## config.mk

```make
export PLATFORM = sky130hd
export DESIGN_NAME = ahbl_axi_rdch_fifo_flat
export DESIGN_NICKNAME = d
export VERILOG_FILES = /design/src/rtl/ahbl_axi_rdch_fifo_pkg.sv /design/src/rtl/ahbl_axi_rdch_fifo_if.sv /design/src/rtl/ahbl_axi_rdch_mem.sv /design/src/rtl/ahbl_axi_rdch_fifo.sv /design/src/flat_wrapper.sv
export SDC_FILE = /design/constraint.sdc
export NUM_CORES = 1
export LEC_CHECK = 0
export ABC_AREA = 0
export BUFFER_PORTS_ARGS = -buffer_cell sky130_fd_sc_hd__clkbuf_2
export CORE_AREA = 5 5 199 201
export CTS_BUF_LIST = sky130_fd_sc_hd__clkbuf_2 sky130_fd_sc_hd__clkbuf_4 sky130_fd_sc_hd__clkbuf_8
export CTS_CLUSTER_SIZE = 40
export DETAILED_ROUTE_END_ITERATION = 10
export DIE_AREA = 0 0 204 206
export HOLD_SLACK_MARGIN = 0.12
export PLACE_DENSITY = 0.85
export SYNTH_ARGS = -nofsm -noshare
export SYNTH_HDL_FRONTEND = slang
export SYNTH_SLANG_ARGS = --single-unit
```

## constraint.sdc

```tcl
create_clock -name ACLK -period 6.2 [get_ports ACLK]
set_clock_uncertainty 0.15 [all_clocks]
set_input_delay 0 -clock ACLK [delete_from_list [all_inputs] [get_ports ACLK]]
set_output_delay 0 -clock ACLK [all_outputs]
set_load 0.05 [all_outputs]
```

## src/rtl/ahbl_axi_rdch_fifo_pkg.sv

```systemverilog
// Shared encodings for the AXI read-data to AHB-Lite word FIFO.
// Optional macro AHBL_AXI_RDCH_RESP_CHK_EN stores RRESP per entry and drives HERR.
package ahbl_axi_rdch_fifo_pkg;

  localparam logic [1:0] LANE_LO   = 2'b01;
  localparam logic [1:0] LANE_HI   = 2'b10;
  localparam logic [1:0] LANE_BOTH = 2'b11;

  typedef enum logic [1:0] {
    ST_IDLE = 2'd0,
    ST_LO   = 2'd1,
    ST_HI   = 2'd2
  } half_state_t;

  typedef enum logic [1:0] {
    RESP_OKAY   = 2'b00,
    RESP_EXOKAY = 2'b01,
    RESP_SLVERR = 2'b10,
    RESP_DECERR = 2'b11
  } rresp_t;

`ifdef AHBL_AXI_RDCH_RESP_CHK_EN
  localparam int RESP_W = 2;
`else
  localparam int RESP_W = 0;
`endif

  // Entry layout, MSB first: RDATA, [RRESP], RLAST, LANE_SEL
  localparam int ENTRY_W = 64 + RESP_W + 1 + 2;

  // Half presented first when an entry reaches the head
  function automatic half_state_t first_half(input logic [1:0] lane);
    return (lane == LANE_HI) ? ST_HI : ST_LO;
  endfunction

endpackage

```

## src/rtl/ahbl_axi_rdch_fifo_if.sv

```systemverilog
// AXI read-data channel (in) and AHB-side word stream (out) of the read FIFO.
interface ahbl_axi_rdch_fifo_if #(
  parameter int AWIDTH = 3
);
  logic              RVALID;
  logic              RREADY;
  logic [63:0]       RDATA;
  logic [1:0]        RRESP;
  logic              RLAST;
  logic [1:0]        LANE_SEL;
  logic              HVALID;
  logic              HREADY_IN;
  logic [31:0]       HDATA;
  logic              HERR;
  logic              HLAST;
  logic [AWIDTH:0]   LEVEL;

  modport slave (
    input  RVALID, RDATA, RRESP, RLAST, LANE_SEL, HREADY_IN,
    output RREADY, HVALID, HDATA, HERR, HLAST, LEVEL
  );

  modport master (
    output RVALID, RDATA, RRESP, RLAST, LANE_SEL, HREADY_IN,
    input  RREADY, HVALID, HDATA, HERR, HLAST, LEVEL
  );
endinterface

```

## src/rtl/ahbl_axi_rdch_mem.sv

```systemverilog
// Entry storage: synchronous write, two asynchronous read ports (head and head+1).
module ahbl_axi_rdch_mem #(
  parameter int DEPTH  = 8,
  parameter int AWIDTH = 3,
  parameter int WIDTH  = 67
) (
  input  logic              ACLK,
  input  logic              we,
  input  logic [AWIDTH-1:0] waddr,
  input  logic [WIDTH-1:0]  wdata,
  input  logic [AWIDTH-1:0] raddr0,
  input  logic [AWIDTH-1:0] raddr1,
  output logic [WIDTH-1:0]  rdata0,
  output logic [WIDTH-1:0]  rdata1
);

  logic [WIDTH-1:0] mem_reg [DEPTH];

  always_ff @(posedge ACLK) begin
    if (we) begin
      mem_reg[waddr] <= wdata;
    end
  end

  assign rdata0 = mem_reg[raddr0];
  assign rdata1 = mem_reg[raddr1];

endmodule

```

## src/rtl/ahbl_axi_rdch_fifo.sv

```systemverilog
// AXI 64-bit read beats in, 32-bit AHB words out via a LO/HI half sequencer.
// Define AHBL_AXI_RDCH_RESP_CHK_EN to carry RRESP and flag error words on HERR.
module ahbl_axi_rdch_fifo
  import ahbl_axi_rdch_fifo_pkg::*;
#(
  parameter int DEPTH  = 8,
  parameter int AWIDTH = 3
) (
  input logic                  ACLK,
  input logic                  ARESETN,
  ahbl_axi_rdch_fifo_if.slave  bus
);

  logic [AWIDTH-1:0]  wr_ptr_reg;
  logic [AWIDTH-1:0]  rd_ptr_reg;
  logic [AWIDTH-1:0]  rd_ptr_inc;
  logic [AWIDTH:0]    level_reg;
  logic [AWIDTH:0]    level_next;
  half_state_t        state_reg;
  half_state_t        state_next;
  logic               rready_reg;

  logic               push;
  logic               pop;
  logic               consume;
  logic               hvalid;

  logic [ENTRY_W-1:0] wr_entry;
  logic [ENTRY_W-1:0] head_entry;
  logic [ENTRY_W-1:0] nxt_entry;
  logic [63:0]        head_data;
  logic               head_last;
  logic [1:0]         head_lane;
  logic               head_err;
  logic               unused_bits;

  assign rd_ptr_inc = rd_ptr_reg + 1'b1;

  ahbl_axi_rdch_mem #(
    .DEPTH  (DEPTH),
    .AWIDTH (AWIDTH),
    .WIDTH  (ENTRY_W)
  ) u_mem (
    .ACLK   (ACLK),
    .we     (push),
    .waddr  (wr_ptr_reg),
    .wdata  (wr_entry),
    .raddr0 (rd_ptr_reg),
    .raddr1 (rd_ptr_inc),
    .rdata0 (head_entry),
    .rdata1 (nxt_entry)
  );

`ifdef AHBL_AXI_RDCH_RESP_CHK_EN
  assign wr_entry    = {bus.RDATA, bus.RRESP, bus.RLAST, bus.LANE_SEL};
  // RRESP[1] set means SLVERR or DECERR
  assign head_err    = head_entry[4];
  assign unused_bits = ^{nxt_entry[ENTRY_W-1:2], head_entry[3]};
`else
  assign wr_entry    = {bus.RDATA, bus.RLAST, bus.LANE_SEL};
  assign head_err    = 1'b0;
  assign unused_bits = ^{nxt_entry[ENTRY_W-1:2], bus.RRESP};
`endif

  assign head_data = head_entry[ENTRY_W-1 -: 64];
  assign head_last = head_entry[2];
  assign head_lane = head_entry[1:0];

  assign hvalid  = (state_reg != ST_IDLE);
  assign push    = bus.RVALID & rready_reg;
  assign consume = hvalid & bus.HREADY_IN;
  assign pop     = consume & ((state_reg == ST_HI) || (head_lane != LANE_BOTH));

  assign level_next = level_reg + (AWIDTH+1)'(push) - (AWIDTH+1)'(pop);

  // After a pop the new head is either the stored entry behind it or,
  // when the FIFO held only one entry, the beat being written this cycle.
  always_comb begin
    state_next = state_reg;
    case (state_reg)
      ST_IDLE: begin
        if (push) begin
          state_next = first_half(bus.LANE_SEL);
        end
      end
      ST_LO, ST_HI: begin
        if (consume && (state_reg == ST_LO) && (head_lane == LANE_BOTH)) begin
          state_next = ST_HI;
        end else if (pop) begin
          if (level_reg == (AWIDTH+1)'(1)) begin
            state_next = push ? first_half(bus.LANE_SEL) : ST_IDLE;
          end else begin
            state_next = first_half(nxt_entry[1:0]);
          end
        end
      end
      default: state_next = ST_IDLE;
    endcase
  end

  always_ff @(posedge ACLK or negedge ARESETN) begin
    if (!ARESETN) begin
      wr_ptr_reg <= '0;
      rd_ptr_reg <= '0;
      level_reg  <= '0;
      state_reg  <= ST_IDLE;
      rready_reg <= 1'b0;
    end else begin
      if (push) begin
        wr_ptr_reg <= wr_ptr_reg + 1'b1;
      end
      if (pop) begin
        rd_ptr_reg <= rd_ptr_inc;
      end
      level_reg  <= level_next;
      state_reg  <= state_next;
      rready_reg <= (level_next != (AWIDTH+1)'(DEPTH));
    end
  end

  assign bus.RREADY = rready_reg;
  assign bus.HVALID = hvalid;
  assign bus.HDATA  = (state_reg == ST_HI) ? head_data[63:32] : head_data[31:0];
  assign bus.HERR   = hvalid & head_err;
  assign bus.HLAST  = hvalid & head_last & ((state_reg == ST_HI) || (head_lane != LANE_BOTH));
  assign bus.LEVEL  = level_reg;

endmodule

```

## src/flat_wrapper.sv

```systemverilog
// flat-port wrapper written by rule: the top's interface ports become plain ports
module ahbl_axi_rdch_fifo_flat import ahbl_axi_rdch_fifo_pkg::*;
#(
  parameter int DEPTH  = 8,
  parameter int AWIDTH = 3
)
  (ACLK, ARESETN, bus_RVALID, bus_RDATA, bus_RRESP, bus_RLAST, bus_LANE_SEL, bus_HREADY_IN, bus_RREADY, bus_HVALID, bus_HDATA, bus_HERR, bus_HLAST, bus_LEVEL);
  ahbl_axi_rdch_fifo_if #(.AWIDTH(AWIDTH)) bus_i ();
  input logic ACLK;
  input logic ARESETN;
  input wire logic [$bits(bus_i.RVALID)-1:0] bus_RVALID;
  input wire logic [$bits(bus_i.RDATA)-1:0] bus_RDATA;
  input wire logic [$bits(bus_i.RRESP)-1:0] bus_RRESP;
  input wire logic [$bits(bus_i.RLAST)-1:0] bus_RLAST;
  input wire logic [$bits(bus_i.LANE_SEL)-1:0] bus_LANE_SEL;
  input wire logic [$bits(bus_i.HREADY_IN)-1:0] bus_HREADY_IN;
  output wire logic [$bits(bus_i.RREADY)-1:0] bus_RREADY;
  output wire logic [$bits(bus_i.HVALID)-1:0] bus_HVALID;
  output wire logic [$bits(bus_i.HDATA)-1:0] bus_HDATA;
  output wire logic [$bits(bus_i.HERR)-1:0] bus_HERR;
  output wire logic [$bits(bus_i.HLAST)-1:0] bus_HLAST;
  output wire logic [$bits(bus_i.LEVEL)-1:0] bus_LEVEL;
  assign bus_i.RVALID = bus_RVALID;
  assign bus_i.RDATA = bus_RDATA;
  assign bus_i.RRESP = bus_RRESP;
  assign bus_i.RLAST = bus_RLAST;
  assign bus_i.LANE_SEL = bus_LANE_SEL;
  assign bus_i.HREADY_IN = bus_HREADY_IN;
  assign bus_RREADY = bus_i.RREADY;
  assign bus_HVALID = bus_i.HVALID;
  assign bus_HDATA = bus_i.HDATA;
  assign bus_HERR = bus_i.HERR;
  assign bus_HLAST = bus_i.HLAST;
  assign bus_LEVEL = bus_i.LEVEL;
  ahbl_axi_rdch_fifo #(.DEPTH(DEPTH), .AWIDTH(AWIDTH)) u_core (.ACLK(ACLK), .ARESETN(ARESETN), .bus(bus_i));
endmodule
```

==> impl_metrics.yaml, run 1 <==
status:
  status: "finished clean"
grt:
  antenna_found_initial: 1
  grt.total_usage_pct: 20.1
  grt_pass1_vias: 11000
  grt_pass1_wl_mm: 63.4
  grt_max_degree: 70
  grt_overflow: 0
logic_synthesis:
  syn_area_um2: 21100
  ys_seq_area_share_pct: 77.9
  synthCells: 866
  ys_async_sr_fraction_pct: 2.37
  synth_warnings: 0
  synthAdderAreaFrac_pct: 0.689
  synth_compound_area_share_pct: 0.766
  synthFlopType: "edfxtp_1"
  syn_nets: 950
  synthDistinctLibCells: 44
  syn_avg_cell_area_um2: 24.3
  synthSimpleGateAreaFrac_pct: 1.23
  synth_xor_area_share_pct: 0.291
  ys_seq_elements: 549
  muxShareOfSynthArea_pct: 17.7
  synth-edff-count: 536
  synth_top_family_by_area: "multiplexers"
hold_path:
  hold_end: "u_core.rd_ptr_reg[0]"
  whs_path_depth: 5
  worstHoldPathType: "in2reg"
  min_from: "bus_HREADY_IN"
timing:
  finalMaxSlewViolations: 0
  setup_tns_ps: 0
  finalHoldViolCount: 0
  rsz0062_at_grt: "false"
  setup_viol: 0
  post-route-worst-setup-slack_ps: 1950
  post-route-period-util_pct: 68.6
  max_freq_mhz: 235
  max_slew_margin_pct: 29.1
  worst_slew_pin_slew_ps: 1060
  layout_min_cycle_time_ps: 4250
floorplanning:
  rows: 71
  start_util_pct: 56.3
  ios: 113
  core_um2: 37400
  die_height_um: 206
  die_x_um: 204
  die_area_um2: 42000
cells_and_area:
  drive_gt1_share_pct: 35.3
  stdcell_count: 1746
  layout_common_cells: "edfxtp_1, mux4_2, dlygate4sd3_1"
  largest_reg_flops: 536
  fin_util_pct: 67.3
  finalNetCount: 1257
  layout_commonest_cell: "edfxtp_1"
  syn_to_final_growth_pct: 19.4
critical_path:
  slowest_stage: "dfrtp_4"
  crit_path_max_incr_delay_ps: 1080
  worstReg2RegEnd: "u_core.bus.RREADY"
  crit_type: "reg2out"
  r2r_setup_slack_ps: 2070
  start_kind: "register"
  required_ps: 6050
  crit_arrival_ps: 4100
  r2r_cells: 9
  crit_path_cell_trace: "buf_4 > mux4_2 > mux4_2 > clkbuf_2"
  crit_top_cell: "mux4_2"
  critical_path_peak_fanout: 54
  r2r-start: "u_core.rd_ptr_reg[0]"
  worst_setup_path_end_kind: "output pin"
power_and_ir_drop:
  power_frac_comb_pct: 33.9
  switching_share_pct: 34.0
  power_leakage_nw: 8.33
  p_switching_w: 0.00396
  intPower_w: 0.00769
  p_clk_share_pct: 23.7
  irDropWorstVdd_mv: 0.396
  p_seq_share_pct: 42.5
  power_density_nw_per_um2: 463
placed_design:
  dp_slack_ps: 1990
  portBuffers: 109
  gp_congestion: 0.711
  dp_cells: 1461
  dp_hpwl_mm: 21.2
route:
  via_per_inst: 5.74
  wl_per_cell_um: 23.5
  drt_iter0_drc: 907
  drc: 0
  postRouteAntennaNets: 0
  vias: 10000
  firstDrtPassIters: 5
  routed_wl_mm: 41.0
clock_tree:
  cts_num_sinks: 549
  clk_latency_ps: 620
  htreeDepth: 3
  cts_tree: "done"
  cts_buffers: 81
  clk_path_buf_depth: 3
  clkSlewWorstSetupHoldPaths_ps: 60
  ctsRootBufferMaster: "clkbuf_8"
flow_run:
  drv_cap: 0
[synth_stat cells (all sizes together) (2+ instances only)]
| library cell | n | area share (%) |
|---|---|---|
| a21oi | 6 | 0.14 |
| nand2 | 13 | 0.23 |
| o21ai | 3 | 0.071 |
| o21a | 3 | 0.11 |
| a32oi | 3 | 0.12 |
| inv | 15 | 0.27 |
| or2 | 2 | 0.059 |
| clkbuf | 10 | 0.18 |
| nor2b | 3 | 0.089 |
| xor2 | 4 | 0.17 |
| or4b | 2 | 0.095 |
| mux2 | 2 | 0.11 |
| xnor2 | 3 | 0.12 |
| nand2b | 3 | 0.089 |
| nor2 | 16 | 0.31 |
| buf | 31 | 0.96 |
| edfxtp | 536 | 76 |
| mux4 | 164 | 18 |
| and2 | 4 | 0.12 |
| nor3 | 4 | 0.095 |
| ha | 10 | 0.59 |
| dfrtp | 13 | 1.5 |
[layer usage]
metal,part of all wire (%),vias up,routed length [µm],GRT usage [%]
met3,6.0,71,2440,3.44
met2,52,381,21100,33.3
li1,-,4336,-,-
met4,2.1,0,871,6.77
met1,40,5241,16500,27.7
met5,0,-,0,0
[power groups by stage]
stage                     registers [W]  clock network, W  logic (W)
final                           0.00495           0.00275    0.00394
after global routing            0.00501           0.00300    0.00418
after CTS                       0.00495           0.00282    0.00401
after detailed placement        0.00503                 0    0.00393
after global placement          0.00499                 0    0.00387
after floorplan                 0.00484                 0    0.00321
[metrics by stage]
| step | cell area (µm²) | power, W | hold slack, ps |
|---|---|---|---|
| 4_1_cts | 25200 | 0.0118 | 209 |
| 3_5_place_dp | 22200 | 0.00896 | -227 |
| 6_report | 25200 | 0.0116 | 264 |
| 2_1_floorplan | 21100 | 0.00806 | -446 |
| 5_1_grt | 25200 | 0.0122 | 249 |
| 3_3_place_gp | 22200 | 0.00886 | -239 |
[cells by family (layout without fill, tap and decap cells)]
kind of cell / after synthesis / in the layout
compound gates: 23 / 23
fa+ha+maj: 11 / 11
other cells: 1 / 2
xor+xnor: 7 / 7
buf+inv: 56 / 424
mux: 167 / 167
flops: 549 / 549
simple gates: 52 / 52
[how the worst max path moves through the flow]
stage | cells after the start | to | start
final | 4 | bus_HDATA[16] | u_core.rd_ptr_reg[0]
after global routing | 4 | bus_HDATA[16] | u_core.rd_ptr_reg[0]
after CTS | 4 | bus_HDATA[16] | u_core.rd_ptr_reg[0]
after detailed placement | 9 | u_core.bus.RREADY | u_core.rd_ptr_reg[0]
after global placement | 9 | u_core.bus.RREADY | u_core.rd_ptr_reg[0]
after floorplan | 3 | u_core.u_mem.mem_reg[2][0] | u_core.bus.RREADY
[critical path: cells and delay by family, from the launching register on]
family | cells | cell delay (ps)
buffers and inverters | 2 | 1170
muxes | 2 | 1140
DFF | 1 | 1080
[repair_timing]
item                                   4_1_cts  5_1_grt
resized for setup                            0        0
hold buffers                               140        0
endpoints found under the hold margin      567        0
setup buffers                                0        0
[final cells by class]
type	instances	area (µm²)
fillers	2287	12200
multi-input cells	261	4430
diodes	1	2.50
repair buffers	265	2070
flip-flops and latches	549	16400
clock buffers	112	1350
inverters	15	56.3
clock inverters	32	181
well taps	511	639
No activity file was read; power rests on OpenSTA's default activity.
==> inputs of run 2 (changes only) <==
--- a/config.mk
+++ b/config.mk
@@ -7,13 +7,13 @@
 export LEC_CHECK = 0
 export ABC_AREA = 0
 export BUFFER_PORTS_ARGS = -buffer_cell sky130_fd_sc_hd__clkbuf_2
-export CORE_AREA = 5 5 199 201
+export CORE_AREA = 5 5 189 191
 export CTS_BUF_LIST = sky130_fd_sc_hd__clkbuf_2 sky130_fd_sc_hd__clkbuf_4 sky130_fd_sc_hd__clkbuf_8
 export CTS_CLUSTER_SIZE = 40
 export DETAILED_ROUTE_END_ITERATION = 10
-export DIE_AREA = 0 0 204 206
+export DIE_AREA = 0 0 194 196
 export HOLD_SLACK_MARGIN = 0.12
-export PLACE_DENSITY = 0.85
+export PLACE_DENSITY = 0.89
 export SYNTH_ARGS = -nofsm -noshare
 export SYNTH_HDL_FRONTEND = slang
 export SYNTH_SLANG_ARGS = --single-unit
==> constraint.sdc (replaced) <==
create_clock -name ACLK -period 4.16 [get_ports ACLK]
set_clock_uncertainty 0.15 [all_clocks]
set_input_delay 0 -clock ACLK [delete_from_list [all_inputs] [get_ports ACLK]]
set_output_delay 0 -clock ACLK [all_outputs]
set_load 0.05 [all_outputs]
==> impl_metrics.yaml, run 2 (synthesis results as in run 1) <==
hold_path:
  worstHoldPathType: "in2reg"
cells_and_area:
  fin_util_pct: 74.1
  finalNetCount: 1261
  syn_to_final_growth_pct: 19.4
  layout_common_cells: "edfxtp_1, mux4_2, dlygate4sd3_1"
  largest_reg_flops: 536
  layout_commonest_cell: "edfxtp_1"
  drive_gt1_share_pct: 35.1
  stdcell_count: 1687
clock_tree:
  clkSlewWorstSetupHoldPaths_ps: 60
  cts_setup_buffers: 0
  clk_path_buf_depth: 3
  htreeDepth: 3
  cts_num_sinks: 549
  clk_latency_ps: 600
  cts_buffers: 82
  ctsRootBufferMaster: "clkbuf_8"
  cts_tree: "done"
grt:
  grt_pass1_wl_mm: 65.7
  grt_pass1_vias: 11100
  grt_max_degree: 73
  grt_overflow: 0
  grt.total_usage_pct: 22.8
  antenna_found_initial: 2
power_and_ir_drop:
  power_leakage_nw: 8.36
  total_power_w: 0.0175
  power_density_nw_per_um2: 695
  irDropWorstVdd_mv: 0.602
timing:
  worst_slew_pin_slew_ps: 1040
  layout_min_cycle_time_ps: 3710
  setup_tns_ps: 0
  rsz0062_at_grt: "false"
  finalMaxSlewViolations: 0
  setup_viol: 0
  finalHoldViolCount: 0
  max_freq_mhz: 270
  post-route-period-util_pct: 89.1
  max_slew_margin_pct: 30.4
flow_run:
  drv_cap: 0
route:
  via_per_inst: 6.10
  routed_wl_mm: 42.3
  vias: 10300
  wl_per_cell_um: 25.0
  firstDrtPassIters: 5
  postRouteAntennaNets: 0
  drc: 0
  drt_iter0_drc: 988
floorplanning:
  ios: 113
  die_height_um: 196
  core_um2: 33900
  die_x_um: 194
  rows: 68
  die_area_um2: 38000
  start_util_pct: 62.1
critical_path:
  crit_arrival_ps: 3560
  critical_path_peak_fanout: 44
  crit_type: "reg2out"
  worst_setup_path_end_kind: "output pin"
  required_ps: 4010
  start_kind: "register"
placed_design:
  gp_congestion: 0.716
  portBuffers: 109
  dp_hpwl_mm: 22.1
  dp_cells: 1410
status:
  status: "finished clean"
## run 2: cell count changes in the layout (fill, tap and decap cells not counted)
cell	previous run	this run
clkbuf_8	82	87
clkinv_2	7	2
buf_12	0	4
clkbuf_4	30	26
inv_6	3	0
clkinv_1	18	20
clkinvlp_4	3	1
dlygate4sd3_1	140	138
buf_6	0	1
bufinv_16	1	2
## run 2: worst paths after layout
check / start / endpoint / slack (ps) / cells past startpoint
setup reg to reg: u_core.u_mem.mem_reg[7][1] / u_core.bus.RREADY / 640 / 10
max in group asynchronous: ARESETN / u_core.rd_ptr_reg[0] / 3110 / 3
hold reg to reg: u_core.wr_ptr_reg[0] / u_core.wr_ptr_reg[0] / 400 / 2
hold / removal: bus_RVALID / u_core.wr_ptr_reg[0] / 240 / 5
min in group asynchronous: ARESETN / u_core.state_reg[0] / 310 / 3
setup / recovery: u_core.rd_ptr_reg[0] / bus_HDATA[31] / 450 / 5
## run 2: per-stage QoR
stage / hold slack, ps / area (µm²) / setup slack (ps)
floorplan: -446 / 21100 / -499
global placement: -242 / 22200 / 739
detailed placement: -232 / 22200 / 658
CTS: 186 / 25200 / 147
global route: 257 / 25200 / 188
finish: 239 / 25200 / 453
## run 2: report_power, final
part	internal (W)	total, W	switching (W)	leakage (nW)
Clock	0.00227	0.00415	0.00188	0.813
Combinational	0.00248	0.00626	0.00378	2.54
Sequential	0.00686	0.00709	0.000234	5.01
## run 2: what timing repair did
item	4_1_cts	5_1_grt
resized for setup	0	1
hold buffers	138	0
setup endpoints to repair	0	12
hold endpoints to repair	561	0
## run 2: layout make-up
class | instances | area (µm²)
fill | 1751 | 8780
tap | 455 | 569
timing repair buffer | 268 | 2140
clock buffer | 113 | 1390
antenna | 1 | 2.50
multi-input combinational | 261 | 4430
inverter | 15 | 56.3
sequential | 549 | 16400
clock inverter | 25 | 153
## run 2: per-layer routing
metal / routed length [µm] / up-vias / global-route usage (%)
li1: - / 4342 / -
met1: 15800 / 5375 / 30.6
met2: 22100 / 491 / 38.5
met3: 3190 / 82 / 4.59
met4: 1140 / 2 / 7.94
met5: 13 / - / 0
## run 2: critical path, stage by stage (launching register included)
cell      delay [ps]
dfrtp_4          450
buf_4            460
buf_6            570
mux4_2           610
mux4_2           530
clkbuf_2         270
==> inputs of run 3 (changes only) <==
--- a/config.mk
+++ b/config.mk
@@ -7,13 +7,14 @@
 export LEC_CHECK = 0
 export ABC_AREA = 0
 export BUFFER_PORTS_ARGS = -buffer_cell sky130_fd_sc_hd__clkbuf_2
-export CORE_AREA = 5 5 189 191
+export CORE_AREA = 5 5 199 201
 export CTS_BUF_LIST = sky130_fd_sc_hd__clkbuf_2 sky130_fd_sc_hd__clkbuf_4 sky130_fd_sc_hd__clkbuf_8
 export CTS_CLUSTER_SIZE = 40
 export DETAILED_ROUTE_END_ITERATION = 10
-export DIE_AREA = 0 0 194 196
+export DIE_AREA = 0 0 204 206
+export GPL_TIMING_DRIVEN = 0
 export HOLD_SLACK_MARGIN = 0.12
-export PLACE_DENSITY = 0.89
+export PLACE_DENSITY = 0.82
 export SYNTH_ARGS = -nofsm -noshare
 export SYNTH_HDL_FRONTEND = slang
 export SYNTH_SLANG_ARGS = --single-unit
==> impl_metrics.yaml, run 3 (synthesis results as in run 1) <==
power_and_ir_drop:
  irDropWorstVdd_mv: 0.422
  power_leakage_nw: 8.62
  power_frac_comb_pct: 37.8
  p_switching_w: 0.00631
  p_seq_share_pct: 38.9
  p_clk_share_pct: 23.3
  intPower_w: 0.0118
  power_density_nw_per_um2: 701
  switching_share_pct: 34.8
floorplanning:
  die_x_um: 204
  rows: 71
  die_height_um: 206
  die_area_um2: 42000
  start_util_pct: 56.3
  ios: 113
  core_um2: 37400
cells_and_area:
  layout_common_cells: "edfxtp_1, mux4_2, dlygate4sd3_1"
  stdcell_count: 1803
  finalNetCount: 1307
  syn_to_final_growth_pct: 22.8
  drive_gt1_share_pct: 35.5
  layout_commonest_cell: "edfxtp_1"
  largest_reg_flops: 536
  n_fill_cell: 2149
critical_path:
  start_kind: "register"
  slowest_stage: "or4b_2"
  required_ps: 4490
  crit_path_max_incr_delay_ps: 660
  crit_arrival_ps: 4200
  path_delay_family: "simple AND/OR/NAND/NOR gates"
  worst_setup_path_end_kind: "register"
  crit_type: "reg2reg"
  critPathBufInv: 4
  critical_path_peak_fanout: 8
  crit_path_cell_trace: "inv_1 > ha_1 > buf_1 > or2_2 > a2bb2o_2 > nor2_2 > xor2_1 > ha_1 > inv_1 > fa_1 > inv_1 > or4b_2"
  crit_top_cell: "inv_1"
route:
  drt_iter0_drc: 1033
  firstDrtPassIters: 5
  wl_per_cell_um: 25.6
  vias: 10700
  via_per_inst: 5.92
  postRouteAntennaNets: 0
  routed_wl_mm: 46.1
  drc: 0
placed_design:
  dp_cells: 1511
  dp_hpwl_mm: 28.2
  portBuffers: 109
  dp_slack_ps: 293
  gp_congestion: 0.746
clock_tree:
  htreeDepth: 3
  clk_path_buf_depth: 3
  clkSlewWorstSetupHoldPaths_ps: 60
  cts_setup_buffers: 0
  cts_buffers: 84
  cts_num_sinks: 549
  cts_tree: "done"
  ctsRootBufferMaster: "clkbuf_8"
  clk_latency_ps: 620
timing:
  setup_tns_ps: 0
  post-route-worst-setup-slack_ps: 294
  worst_slew_pin_slew_ps: 979
  max_slew_margin_pct: 34.7
  max_freq_mhz: 259
  finalMaxSlewViolations: 0
  finalHoldViolCount: 0
  setup_viol: 0
  rsz0062_at_grt: "false"
  post-route-period-util_pct: 92.9
  layout_min_cycle_time_ps: 3870
grt:
  grt_max_degree: 26
  grt_overflow: 0
  grt_pass1_wl_mm: 69.8
  grt_pass1_vias: 11400
  grt.total_usage_pct: 22.5
  antenna_found_initial: 2
hold_path:
  worstHoldPathType: "in2reg"
status:
  status: "finished clean"
flow_run:
  drv_cap: 0
## run 3: cell count changes in the layout (fill, tap and decap cells not counted), moves of 4 or more
cell and delta:
clkbuf_1 +10, buf_16 +11, clkinvlp_4 +4, buf_12 +7, buf_1 +9, clkbuf_4 -4, buf_2 +5, clkinv_2 +4
clkinv_1 +12
## run 3: per-layer routing
metal	vias to the layer above	share of wire, %	GRT usage, %
li1	4461	-	-
met1	5567	38	29.8
met2	547	51	38.3
met3	89	7.9	5.08
met4	2	2.7	6.92
met5	-	0.028	0
## run 3: cell type report
class	count	area, µm²	share of cell area (%)
Sequential cell	549	16400	63.5
Buffer	41	239	0.924
Clock inverter	46	256	0.991
Clock buffer	108	1350	5.21
Antenna cell	1	2.50	0.00967
Multi-Input combinational cell	261	4430	17.1
Inverter	15	56.3	0.218
Timing Repair Buffer	271	2480	9.60
Tap cell	511	639	2.47
## run 3: worst paths after layout
kind	startpoint	end	slack (ps)	cells past startpoint
max	u_core.state_reg[0]	u_core.bus.RREADY	290	12
min	bus_RDATA[62]	u_core.u_mem.mem_reg[0][65]	150	2
max reg2reg	u_core.state_reg[0]	u_core.bus.RREADY	290	12
min reg2reg	u_core.wr_ptr_reg[0]	u_core.wr_ptr_reg[0]	440	2
max in group asynchronous	ARESETN	u_core.rd_ptr_reg[0]	3150	3
min in group asynchronous	ARESETN	u_core.bus.LEVEL[0]	310	3
## run 3: timing repair
item / CTS / global route
hold buffers: 137 / 0
resized for setup: 0 / 0
endpoints found under the hold margin: 561 / 0
## run 3: power by group through the flow
stage / combinational [W] / sequential [W] / clock [W]
after CTS: 0.00696 / 0.00705 / 0.00429
after global placement: 0.00643 / 0.00721 / 0
final: 0.00686 / 0.00705 / 0.00422
after floorplan: 0.00480 / 0.00721 / 0
after detailed placement: 0.00682 / 0.00715 / 0
after global routing: 0.00725 / 0.00709 / 0.00459
## run 3: worst register-to-register path, stage by stage (launching register included)
cell and delay (ps):
dfrtp_1 390, inv_1 110, ha_1 160, buf_1 500, or2_2 220, a2bb2o_2 310, nor2_2 230, xor2_1 180
ha_1 200, inv_1 60, fa_1 510, inv_1 60, or4b_2 660
## run 3: metrics by stage
step / utilization [%] / instance area (µm²) / hold WS [ps] / power [W]
floorplan: - / 21100 / -446 / 0.0120
global placement: 59.6 / 22300 / -243 / 0.0136
detailed placement: 61.2 / 22900 / -232 / 0.0140
CTS: 69.2 / 25900 / 122 / 0.0183
global route: 69.2 / 25900 / 134 / 0.0189
finish: 69.2 / 25900 / 148 / 0.0181
